===== src/rtl/fp_image_loader_pkg.sv =====
// Shared types and constants for the front-panel image loader.
package fp_image_loader_pkg;

  localparam int          DEFAULT_WORD_W     = 12;
  localparam logic [11:0] DEFAULT_START_ADDR = 12'o0200;

  typedef logic [DEFAULT_WORD_W-1:0] word;

  // One memory-image entry as offered on the input stream.
  typedef struct packed {
    logic last;
    word  addr;
    word  data;
  } image_word_t;

  // Loader sequencing states: three button phases per panel operation.
  typedef enum logic [3:0] {
    IDLE,
    A_SET,
    A_PRESS,
    A_REL,
    D_SET,
    D_PRESS,
    D_REL,
    S_SET,
    S_PRESS,
    S_REL,
    RUN_ARM,
    RUNNING,
    DONE
  } loader_state_t;

endpackage


===== src/rtl/fp_image_loader_if.sv =====
// Valid/ready stream of (address, data, last) image words into the loader.
interface fp_image_loader_if #(
  parameter int WORD_W = 12
) ();

  logic              in_valid;
  logic              in_ready;
  logic [WORD_W-1:0] in_addr;
  logic [WORD_W-1:0] in_data;
  logic              in_last;

  modport master (
    output in_valid,
    output in_addr,
    output in_data,
    output in_last,
    input  in_ready
  );

  modport slave (
    input  in_valid,
    input  in_addr,
    input  in_data,
    input  in_last,
    output in_ready
  );

endinterface


===== src/rtl/fp_loader_fifo.sv =====
// Small synchronous FIFO with first-word fall-through read data.
module fp_loader_fifo #(
  parameter int WIDTH = 25,
  parameter int DEPTH = 4
) (
  input  logic             clock,
  input  logic             resetN,
  input  logic             push,
  input  logic [WIDTH-1:0] wdata,
  input  logic             pop,
  output logic [WIDTH-1:0] rdata,
  output logic             full,
  output logic             empty
);

  localparam int AW = (DEPTH > 1) ? $clog2(DEPTH) : 1;

  logic [WIDTH-1:0] mem [DEPTH];
  logic [AW:0]      wr_ptr;
  logic [AW:0]      rd_ptr;
  logic             do_push;
  logic             do_pop;

  assign do_push = push && !full;
  assign do_pop  = pop && !empty;

  // Pointers carry one extra wrap bit so full and empty are distinguishable.
  always_ff @(posedge clock or negedge resetN) begin
    if (!resetN) begin
      wr_ptr <= '0;
      rd_ptr <= '0;
    end else begin
      if (do_push) wr_ptr <= wr_ptr + 1'b1;
      if (do_pop)  rd_ptr <= rd_ptr + 1'b1;
    end
  end

  // Storage needs no reset; contents are only visible through the pointers.
  always_ff @(posedge clock) begin
    if (do_push) mem[wr_ptr[AW-1:0]] <= wdata;
  end

  assign rdata = mem[rd_ptr[AW-1:0]];
  assign empty = (wr_ptr == rd_ptr);
  assign full  = (wr_ptr[AW] != rd_ptr[AW]) && (wr_ptr[AW-1:0] == rd_ptr[AW-1:0]);

endmodule


===== src/rtl/fp_image_loader.sv =====
// Front-panel image loader: deposits buffered (addr, data) words through the
// Load-PC / Deposit buttons, then loads the start address and runs the CPU.
module fp_image_loader
  import fp_image_loader_pkg::*;
#(
  parameter int                WORD_W      = DEFAULT_WORD_W,
  parameter int                HOLD_CYCLES = 10,
  parameter int                FIFO_DEPTH  = 4,
  parameter logic [WORD_W-1:0] START_ADDR  = WORD_W'(DEFAULT_START_ADDR),
  parameter int                CNT_W       = 13
) (
  input  logic              clock,
  input  logic              resetN,
  fp_image_loader_if.slave  img,
  output logic [WORD_W-1:0] sw_data,
  output logic              run_sw,
  output logic              load_pc_btn,
  output logic              deposit_btn,
  input  logic              run_led,
  output logic              busy,
  output logic              done,
  output logic [CNT_W-1:0]  words_loaded
);

  localparam int FW    = 2 * WORD_W + 1;
  localparam int TMR_W = (HOLD_CYCLES > 1) ? $clog2(HOLD_CYCLES) : 1;
  localparam logic [TMR_W-1:0] TMR_RELOAD = TMR_W'(HOLD_CYCLES - 1);

  loader_state_t     state;
  loader_state_t     state_next;

  logic [FW-1:0]     fifo_wdata;
  logic [FW-1:0]     fifo_rdata;
  logic              fifo_full;
  logic              fifo_empty;
  logic              fifo_push;
  logic              fifo_pop;
  logic [WORD_W-1:0] head_addr;

  logic              cur_last;
  logic [WORD_W-1:0] cur_addr;
  logic [WORD_W-1:0] cur_data;

  logic [TMR_W-1:0]  tmr;
  logic              phase_done;

  logic [WORD_W-1:0] exp_pc;
  logic              first_word;
  logic              deposit_exit;

  logic              led_q;
  logic              seen_high;
  logic              led_fall;

  assign fifo_wdata   = {img.in_last, img.in_addr, img.in_data};
  assign fifo_push    = img.in_valid && img.in_ready;
  assign img.in_ready = !fifo_full && (state != DONE);
  assign head_addr    = fifo_rdata[2*WORD_W-1:WORD_W];

  fp_loader_fifo #(
    .WIDTH (FW),
    .DEPTH (FIFO_DEPTH)
  ) u_fifo (
    .clock  (clock),
    .resetN (resetN),
    .push   (fifo_push),
    .wdata  (fifo_wdata),
    .pop    (fifo_pop),
    .rdata  (fifo_rdata),
    .full   (fifo_full),
    .empty  (fifo_empty)
  );

  assign phase_done   = (tmr == '0);
  assign deposit_exit = (state == D_REL) && phase_done;
  assign led_fall     = (state == RUNNING) && seen_high && led_q && !run_led;

  // State register.
  always_ff @(posedge clock or negedge resetN) begin
    if (!resetN) state <= IDLE;
    else         state <= state_next;
  end

  // Next-state logic; the FIFO head is popped the cycle IDLE accepts it.
  always_comb begin
    state_next = state;
    fifo_pop   = 1'b0;
    case (state)
      IDLE: begin
        if (!fifo_empty) begin
          fifo_pop = 1'b1;
          if (first_word || (head_addr != exp_pc)) state_next = A_SET;
          else                                     state_next = D_SET;
        end
      end
      A_SET:   if (phase_done) state_next = A_PRESS;
      A_PRESS: if (phase_done) state_next = A_REL;
      A_REL:   if (phase_done) state_next = D_SET;
      D_SET:   if (phase_done) state_next = D_PRESS;
      D_PRESS: if (phase_done) state_next = D_REL;
      D_REL:   if (phase_done) state_next = cur_last ? S_SET : IDLE;
      S_SET:   if (phase_done) state_next = S_PRESS;
      S_PRESS: if (phase_done) state_next = S_REL;
      S_REL:   if (phase_done) state_next = RUN_ARM;
      RUN_ARM: if (phase_done) state_next = RUNNING;
      RUNNING: if (led_fall)   state_next = DONE;
      DONE:    state_next = DONE;
      default: state_next = IDLE;
    endcase
  end

  // Phase timer reloads whenever a new state is entered and counts down to 0.
  always_ff @(posedge clock or negedge resetN) begin
    if (!resetN)                  tmr <= '0;
    else if (state_next != state) tmr <= TMR_RELOAD;
    else if (tmr != '0)           tmr <= tmr - 1'b1;
  end

  // Latch the popped word so the switches stay put for the whole sequence.
  always_ff @(posedge clock or negedge resetN) begin
    if (!resetN) begin
      cur_last <= 1'b0;
      cur_addr <= '0;
      cur_data <= '0;
    end else if (fifo_pop) begin
      cur_last <= fifo_rdata[FW-1];
      cur_addr <= head_addr;
      cur_data <= fifo_rdata[WORD_W-1:0];
    end
  end

  // Track where the CPU's PC will be after each deposit auto-increments it.
  always_ff @(posedge clock or negedge resetN) begin
    if (!resetN) begin
      words_loaded <= '0;
      exp_pc       <= '0;
      first_word   <= 1'b1;
    end else if (deposit_exit) begin
      if (words_loaded != '1) words_loaded <= words_loaded + 1'b1;
      exp_pc     <= cur_addr + 1'b1;
      first_word <= 1'b0;
    end
  end

  // Registered run LED plus a flag that it has gone high since run started.
  always_ff @(posedge clock or negedge resetN) begin
    if (!resetN) begin
      led_q     <= 1'b0;
      seen_high <= 1'b0;
    end else begin
      led_q <= run_led;
      if ((state == RUNNING) && run_led) seen_high <= 1'b1;
    end
  end

  // Front-panel drive decoded from the current phase.
  always_comb begin
    sw_data     = '0;
    load_pc_btn = 1'b0;
    deposit_btn = 1'b0;
    run_sw      = 1'b0;
    case (state)
      A_SET, A_REL: sw_data = cur_addr;
      A_PRESS: begin
        sw_data     = cur_addr;
        load_pc_btn = 1'b1;
      end
      D_SET, D_REL: sw_data = cur_data;
      D_PRESS: begin
        sw_data     = cur_data;
        deposit_btn = 1'b1;
      end
      S_SET, S_REL: sw_data = START_ADDR;
      S_PRESS: begin
        sw_data     = START_ADDR;
        load_pc_btn = 1'b1;
      end
      RUNNING: run_sw = 1'b1;
      default: ;
    endcase
  end

  assign busy = !(((state == IDLE) && fifo_empty) || (state == DONE));
  assign done = (state == DONE);

endmodule


===== src/flat_wrapper.sv =====
// flat-port wrapper written by rule: the top's interface ports become plain ports
module fp_image_loader_flat import fp_image_loader_pkg::*;
#(
  parameter int                WORD_W      = DEFAULT_WORD_W,
  parameter int                HOLD_CYCLES = 10,
  parameter int                FIFO_DEPTH  = 4,
  parameter logic [WORD_W-1:0] START_ADDR  = WORD_W'(DEFAULT_START_ADDR),
  parameter int                CNT_W       = 13
)
  (clock, resetN, sw_data, run_sw, load_pc_btn, deposit_btn, run_led, busy, done, words_loaded, img_in_valid, img_in_addr, img_in_data, img_in_last, img_in_ready);
  fp_image_loader_if #(.WORD_W(WORD_W)) img_i ();
  input  logic clock;
  input  logic resetN;
  output logic [WORD_W-1:0] sw_data;
  output logic run_sw;
  output logic load_pc_btn;
  output logic deposit_btn;
  input  logic run_led;
  output logic busy;
  output logic done;
  output logic [CNT_W-1:0] words_loaded;
  input wire logic [$bits(img_i.in_valid)-1:0] img_in_valid;
  input wire logic [$bits(img_i.in_addr)-1:0] img_in_addr;
  input wire logic [$bits(img_i.in_data)-1:0] img_in_data;
  input wire logic [$bits(img_i.in_last)-1:0] img_in_last;
  output wire logic [$bits(img_i.in_ready)-1:0] img_in_ready;
  assign img_i.in_valid = img_in_valid;
  assign img_i.in_addr = img_in_addr;
  assign img_i.in_data = img_in_data;
  assign img_i.in_last = img_in_last;
  assign img_in_ready = img_i.in_ready;
  fp_image_loader #(.WORD_W(WORD_W), .HOLD_CYCLES(HOLD_CYCLES), .FIFO_DEPTH(FIFO_DEPTH), .START_ADDR(START_ADDR), .CNT_W(CNT_W)) u_core (.clock(clock), .resetN(resetN), .img(img_i), .sw_data(sw_data), .run_sw(run_sw), .load_pc_btn(load_pc_btn), .deposit_btn(deposit_btn), .run_led(run_led), .busy(busy), .done(done), .words_loaded(words_loaded));
endmodule

===== config.mk =====
export PLATFORM = sky130hd
export DESIGN_NAME = fp_image_loader_flat
export DESIGN_NICKNAME = d
export VERILOG_FILES = /design/src/rtl/fp_image_loader_pkg.sv /design/src/rtl/fp_image_loader_if.sv /design/src/rtl/fp_loader_fifo.sv /design/src/rtl/fp_image_loader.sv /design/src/flat_wrapper.sv
export SDC_FILE = /design/constraint.sdc
export NUM_CORES = 1
export LEC_CHECK = 0
export CAP_MARGIN = 20
export CORE_AREA = 10 10 143 145
export DETAILED_ROUTE_END_ITERATION = 6
export DIE_AREA = 0 0 153 155
export PLACE_DENSITY = 0.64
export SYNTH_ARGS = -nofsm -noshare
export SYNTH_HDL_FRONTEND = slang
export SYNTH_SLANG_ARGS = --single-unit

===== constraint.sdc =====
create_clock -name clock -period 2.35 [get_ports clock]
set_input_delay 0.47 -clock clock [delete_from_list [all_inputs] [get_ports clock]]
set_output_delay 0.47 -clock clock [all_outputs]
set_load 0.05 [all_outputs]

==> insert_results.sql, run 1 <==
INSERT INTO impl_metrics (metric_group, metric, value, unit) VALUES
('critical_path', 'worst_setup_path_class', 'reg2out', ''),
('min_path', 'worst_hold_path_type', 'in2async', ''),
('cts', 'cts.sink_count', '167', ''),
('floorplan', 'core', '0.01766', 'mm²'),
('logic_synthesis', 'synth-simple-area-share', '8.002', '%'),
('critical_path', 'worst_ep_required_time', '1880', 'ps'),
('detailed_routing', 'totalWireLength', '15840', 'µm'),
('grt', 'number_of_antenna_violations_at_the_first_check_in_global_routing', '0', ''),
('power_and_ir_drop', 'pwr_density_cell', '1163', 'mW/mm²'),
('critical_path', 'cell_count_of_the_worst_reg_to_reg_path', '8', ''),
('detailed_routing', 'detail_route.drc_violations', '0', ''),
('logic_synthesis', 'cell_area_synth', '0.007302', 'mm²'),
('critical_path', 'worst_ep_arrival_time', '1840', 'ps'),
('critical_path', 'cp_max_fo', '8', ''),
('critical_path', 'ff2ff_setup_slack', '120', 'ps'),
('logic_synthesis', 'synthCells', '495', ''),
('logic_synthesis', 'postSynthAreaPerCell', '14.75', 'µm²'),
('outcome', 'run_status', 'finished clean', ''),
('timing', 'final_max_slew_viol_count', '0', ''),
('timing', 'achievable-frequency', '432.9', 'MHz'),
('floorplan', 'initial_core_utilization', '41.35', '%'),
('logic_synthesis', 'synth_enable_flop_cells', '100', ''),
('grt', 'groute.usage.overall', '13.26', '%'),
('power_and_ir_drop', 'p_sw', '3682', 'µW'),
('logic_synthesis', 'synthArstFlopShare', '40.12', '%'),
('logic_synthesis', 'ys_dominant_reg_cell', 'sky130_fd_sc_hd__edfxtp_1', ''),
('detailed_routing', 'drt_pre_antenna_iters', '4', ''),
('grt', 'first_global_vias', '4686', ''),
('detailed_routing', 'vias_per_cell', '5.291', ''),
('finish', 'finish.net_count', '623', ''),
('critical_path', 'critical_path.slowest_cell', 'sky130_fd_sc_hd__dfrtp_2', ''),
('logic_synthesis', 'yosys.cell_types.count', '60', ''),
('floorplan', 'die_w', '153', 'µm'),
('logic_synthesis', 'post_synthesis_adder_cell_area_fraction', '1.371', '%'),
('power_and_ir_drop', 'power.internal', '7095', 'µW'),
('power_and_ir_drop', 'comb_power_share', '37.3', '%'),
('cts', 'clk_pin_slew', '70', 'ps'),
('logic_synthesis', 'xor_and_xnor_area_share_after_synthesis', '5.398', '%'),
('logic_synthesis', 'yosys_register_bits', '167', ''),
('timing', 'period_minus_slack', '2310', 'ps'),
('grt', 'grt_remaining_overflow', '0', ''),
('detailed_routing', 'ant_nets', '0', ''),
('logic_synthesis', 'yosys_warnings', '0', ''),
('critical_path', 'timing.critical_path.to_type', 'primary output', ''),
('power_and_ir_drop', 'design_power_total', '10780', 'µW'),
('finish', 'regArea', '0.004687', 'mm²'),
('finish', 'syn_to_final_growth', '26.90', '%'),
('timing', 'rsz0062_at_grt', 'yes', ''),
('floorplan', 'rows', '49', ''),
('timing', 'final.hold.worst_slack', '60.10', 'ps'),
('finish', 'combined_area_of_the_multi_input_logic_cells', '0.002604', 'mm²'),
('logic_synthesis', 'synthesis.nets', '532', ''),
('grt', 'grt_pass1_wl', '24930', 'µm'),
('power_and_ir_drop', 'pwr-share-seq', '39.5', '%'),
('logic_synthesis', 'synth_compound_gate_area_share', '7.008', '%'),
('critical_path', 'crit_path_start_kind', 'flop', ''),
('cts', 'cts_root_buf', 'sky130_fd_sc_hd__clkbuf_16', ''),
('place', 'dp.final_hpwl', '10430', 'µm'),
('critical_path', 'critical_path.reg2reg.startpoint', 'u_core.tmr[0]$_DFFE_PN0P_', ''),
('floorplan', 'floorplan.die.height', '155', 'µm'),
('power_and_ir_drop', 'power.clock.fraction', '23.2', '%'),
('critical_path', 'worst_path_dominant_cell_family', 'flip-flops', ''),
('finish', 'post_route_cells_drive_above_1_share', '27.71', '%'),
('cts', 'cts_max_level', '4', ''),
('critical_path', 'cp_num_buf_inv', '2', ''),
('timing', 'post-route-period-util', '98.30', '%'),
('critical_path', 'path_cells', 'nand2b_4 > a21oi_4 > buf_6 > a22o_1 > buf_12', ''),
('cts', 'clkLatencyLatePin', '430', 'ps'),
('logic_synthesis', 'multiplexer_share_of_the_synthesized_area', '11.75', '%'),
('finish', 'antenna-diode-count', '0', ''),
('cts', 'cts-buffers-inserted', '17', '');
[placed cells by master, fill, tap and decap left out, drive strengths merged, types with 14 or more instances in the layout]
| master | n |
|---|---|
| buf | 56 |
| clkbuf | 19 |
| clkdlybuf4s50 | 40 |
| dfrtp | 66 |
| edfxtp | 100 |
| inv | 15 |
| mux2 | 27 |
| mux2i | 16 |
| mux4 | 17 |
| nand2 | 37 |
| nor2 | 14 |
| o21ai | 28 |
| xnor2 | 23 |
| xor2 | 22 |
[logic make-up after synthesis]
logic type / after synthesis
buffers and inverters: 36
AOI/OAI and AO/OA: 74
adders and majority gates: 8
xor gates and xnor gates: 45
DFF: 167
muxes: 60
and+or+nand+nor: 105
[cell usage after synthesis, types with 7 or more instances]
| library cell | count | area share [%] |
|---|---|---|
| sky130_fd_sc_hd__a21oi_1 | 7 | 0.48 |
| sky130_fd_sc_hd__a22o_1 | 12 | 1.4 |
| sky130_fd_sc_hd__and3_1 | 9 | 0.77 |
| sky130_fd_sc_hd__clkbuf_1 | 13 | 0.67 |
| sky130_fd_sc_hd__dfrtp_1 | 66 | 23 |
| sky130_fd_sc_hd__edfxtp_1 | 100 | 41 |
| sky130_fd_sc_hd__ha_1 | 8 | 1.4 |
| sky130_fd_sc_hd__inv_1 | 11 | 0.57 |
| sky130_fd_sc_hd__mux2_2 | 27 | 4.2 |
| sky130_fd_sc_hd__mux2i_1 | 16 | 2.2 |
| sky130_fd_sc_hd__mux4_2 | 14 | 4.3 |
| sky130_fd_sc_hd__nand2_1 | 36 | 1.9 |
| sky130_fd_sc_hd__nand3_1 | 8 | 0.55 |
| sky130_fd_sc_hd__nor2_1 | 14 | 0.72 |
| sky130_fd_sc_hd__o21ai_0 | 27 | 1.9 |
| sky130_fd_sc_hd__xnor2_1 | 23 | 2.8 |
| sky130_fd_sc_hd__xor2_1 | 22 | 2.6 |
[how the worst max path moves through the flow]
stage / slack (ps) / endpoint / start
2_1_floorplan: 80 / sw_data[0] / u_core.state[0]$_DFF_PN0_
3_3_place_gp: 210 / u_core.tmr[3]$_DFFE_PN0P_ / run_led
3_5_place_dp: 130 / u_core.tmr[3]$_DFFE_PN0P_ / run_led
4_1_cts: -10 / sw_data[0] / u_core.state[3]$_DFF_PN0_
5_1_grt: -100 / u_core.tmr[1]$_DFFE_PN0P_ / u_core.tmr[0]$_DFFE_PN0P_
6_report: 40 / sw_data[3] / u_core.state[3]$_DFF_PN0_
[state kept, by name, indices dropped and copies added (netlist names)]
name / count
u_core.u_fifo.rd_ptr: 3
u_core.cur_last: 1
u_core.u_fifo.wr_ptr: 3
u_core.tmr: 4
u_core.exp_pc: 12
u_core.cur_addr: 12
u_core.led_q: 1
u_core.u_fifo.mem: 100
u_core.first_word: 1
u_core.words_loaded: 13
u_core.state: 4
u_core.seen_high: 1
u_core.cur_data: 12
[metrics by stage]
| step | worst slack, ps | cell area, µm² | util [%] | setup TNS, ps |
|---|---|---|---|---|
| floorplan | 80.41 | 7347 | - | 0 |
| global placement | 210.7 | 8533 | 48.33 | 0 |
| detailed placement | 134.4 | 8533 | 48.33 | 0 |
| CTS | -14.03 | 9135 | 51.74 | -41.15 |
| global route | -98.76 | 9266 | 52.48 | -235.4 |
| finish | 39.93 | 9266 | 52.48 | 0 |
[layout make-up]
| cell class | instances | share of cell area, % |
|---|---|---|
| clock buffers | 19 | 4.672 |
| clock inverters | 13 | 1.053 |
| inverters | 11 | 0.4456 |
| multi-input cells | 293 | 28.10 |
| flip-flops and latches | 167 | 50.58 |
| well taps | 229 | 3.092 |
| repair buffers | 96 | 12.06 |
[power groups by stage]
stage                     logic (µW)  registers (µW)  clock network [µW]
after floorplan                 2660            4090                   0
after global placement          3780            4270                   0
after detailed placement        3850            4310                   0
after CTS                       3960            4250                2560
after global routing            4370            4330                2680
final                           4020            4260                2500
[what timing repair did]
item,in CTS,in global routing
endpoints found under the setup margin,15,18
hold buffers,0,0
cloned,0,2
pin swaps,1,1
setup buffers,3,8
resized for setup,11,12
[routing by layer]
metal  vias up  global-route usage, %  part of all wire, %
li1       2049                      -                    -
met1      2213                  15.67                   42
met2       100                  22.29                   51
met3        19                  4.053                  5.0
met4         0                  4.995                  1.9
met5         -                      0                    0
Note: power is estimated with default switching activity, not from simulation.
==> run 2, diff against run 1 <==
--- a/config.mk
+++ b/config.mk
@@ -5,6 +5,7 @@
 export SDC_FILE = /design/constraint.sdc
 export NUM_CORES = 1
 export LEC_CHECK = 0
+export ABC_CLOCK_PERIOD_IN_PS = 2350
 export CAP_MARGIN = 20
 export CORE_AREA = 10 10 143 145
 export DETAILED_ROUTE_END_ITERATION = 6
==> results of run 2 <==
The final DEF is identical to that of run 1; final timing and power are the same.
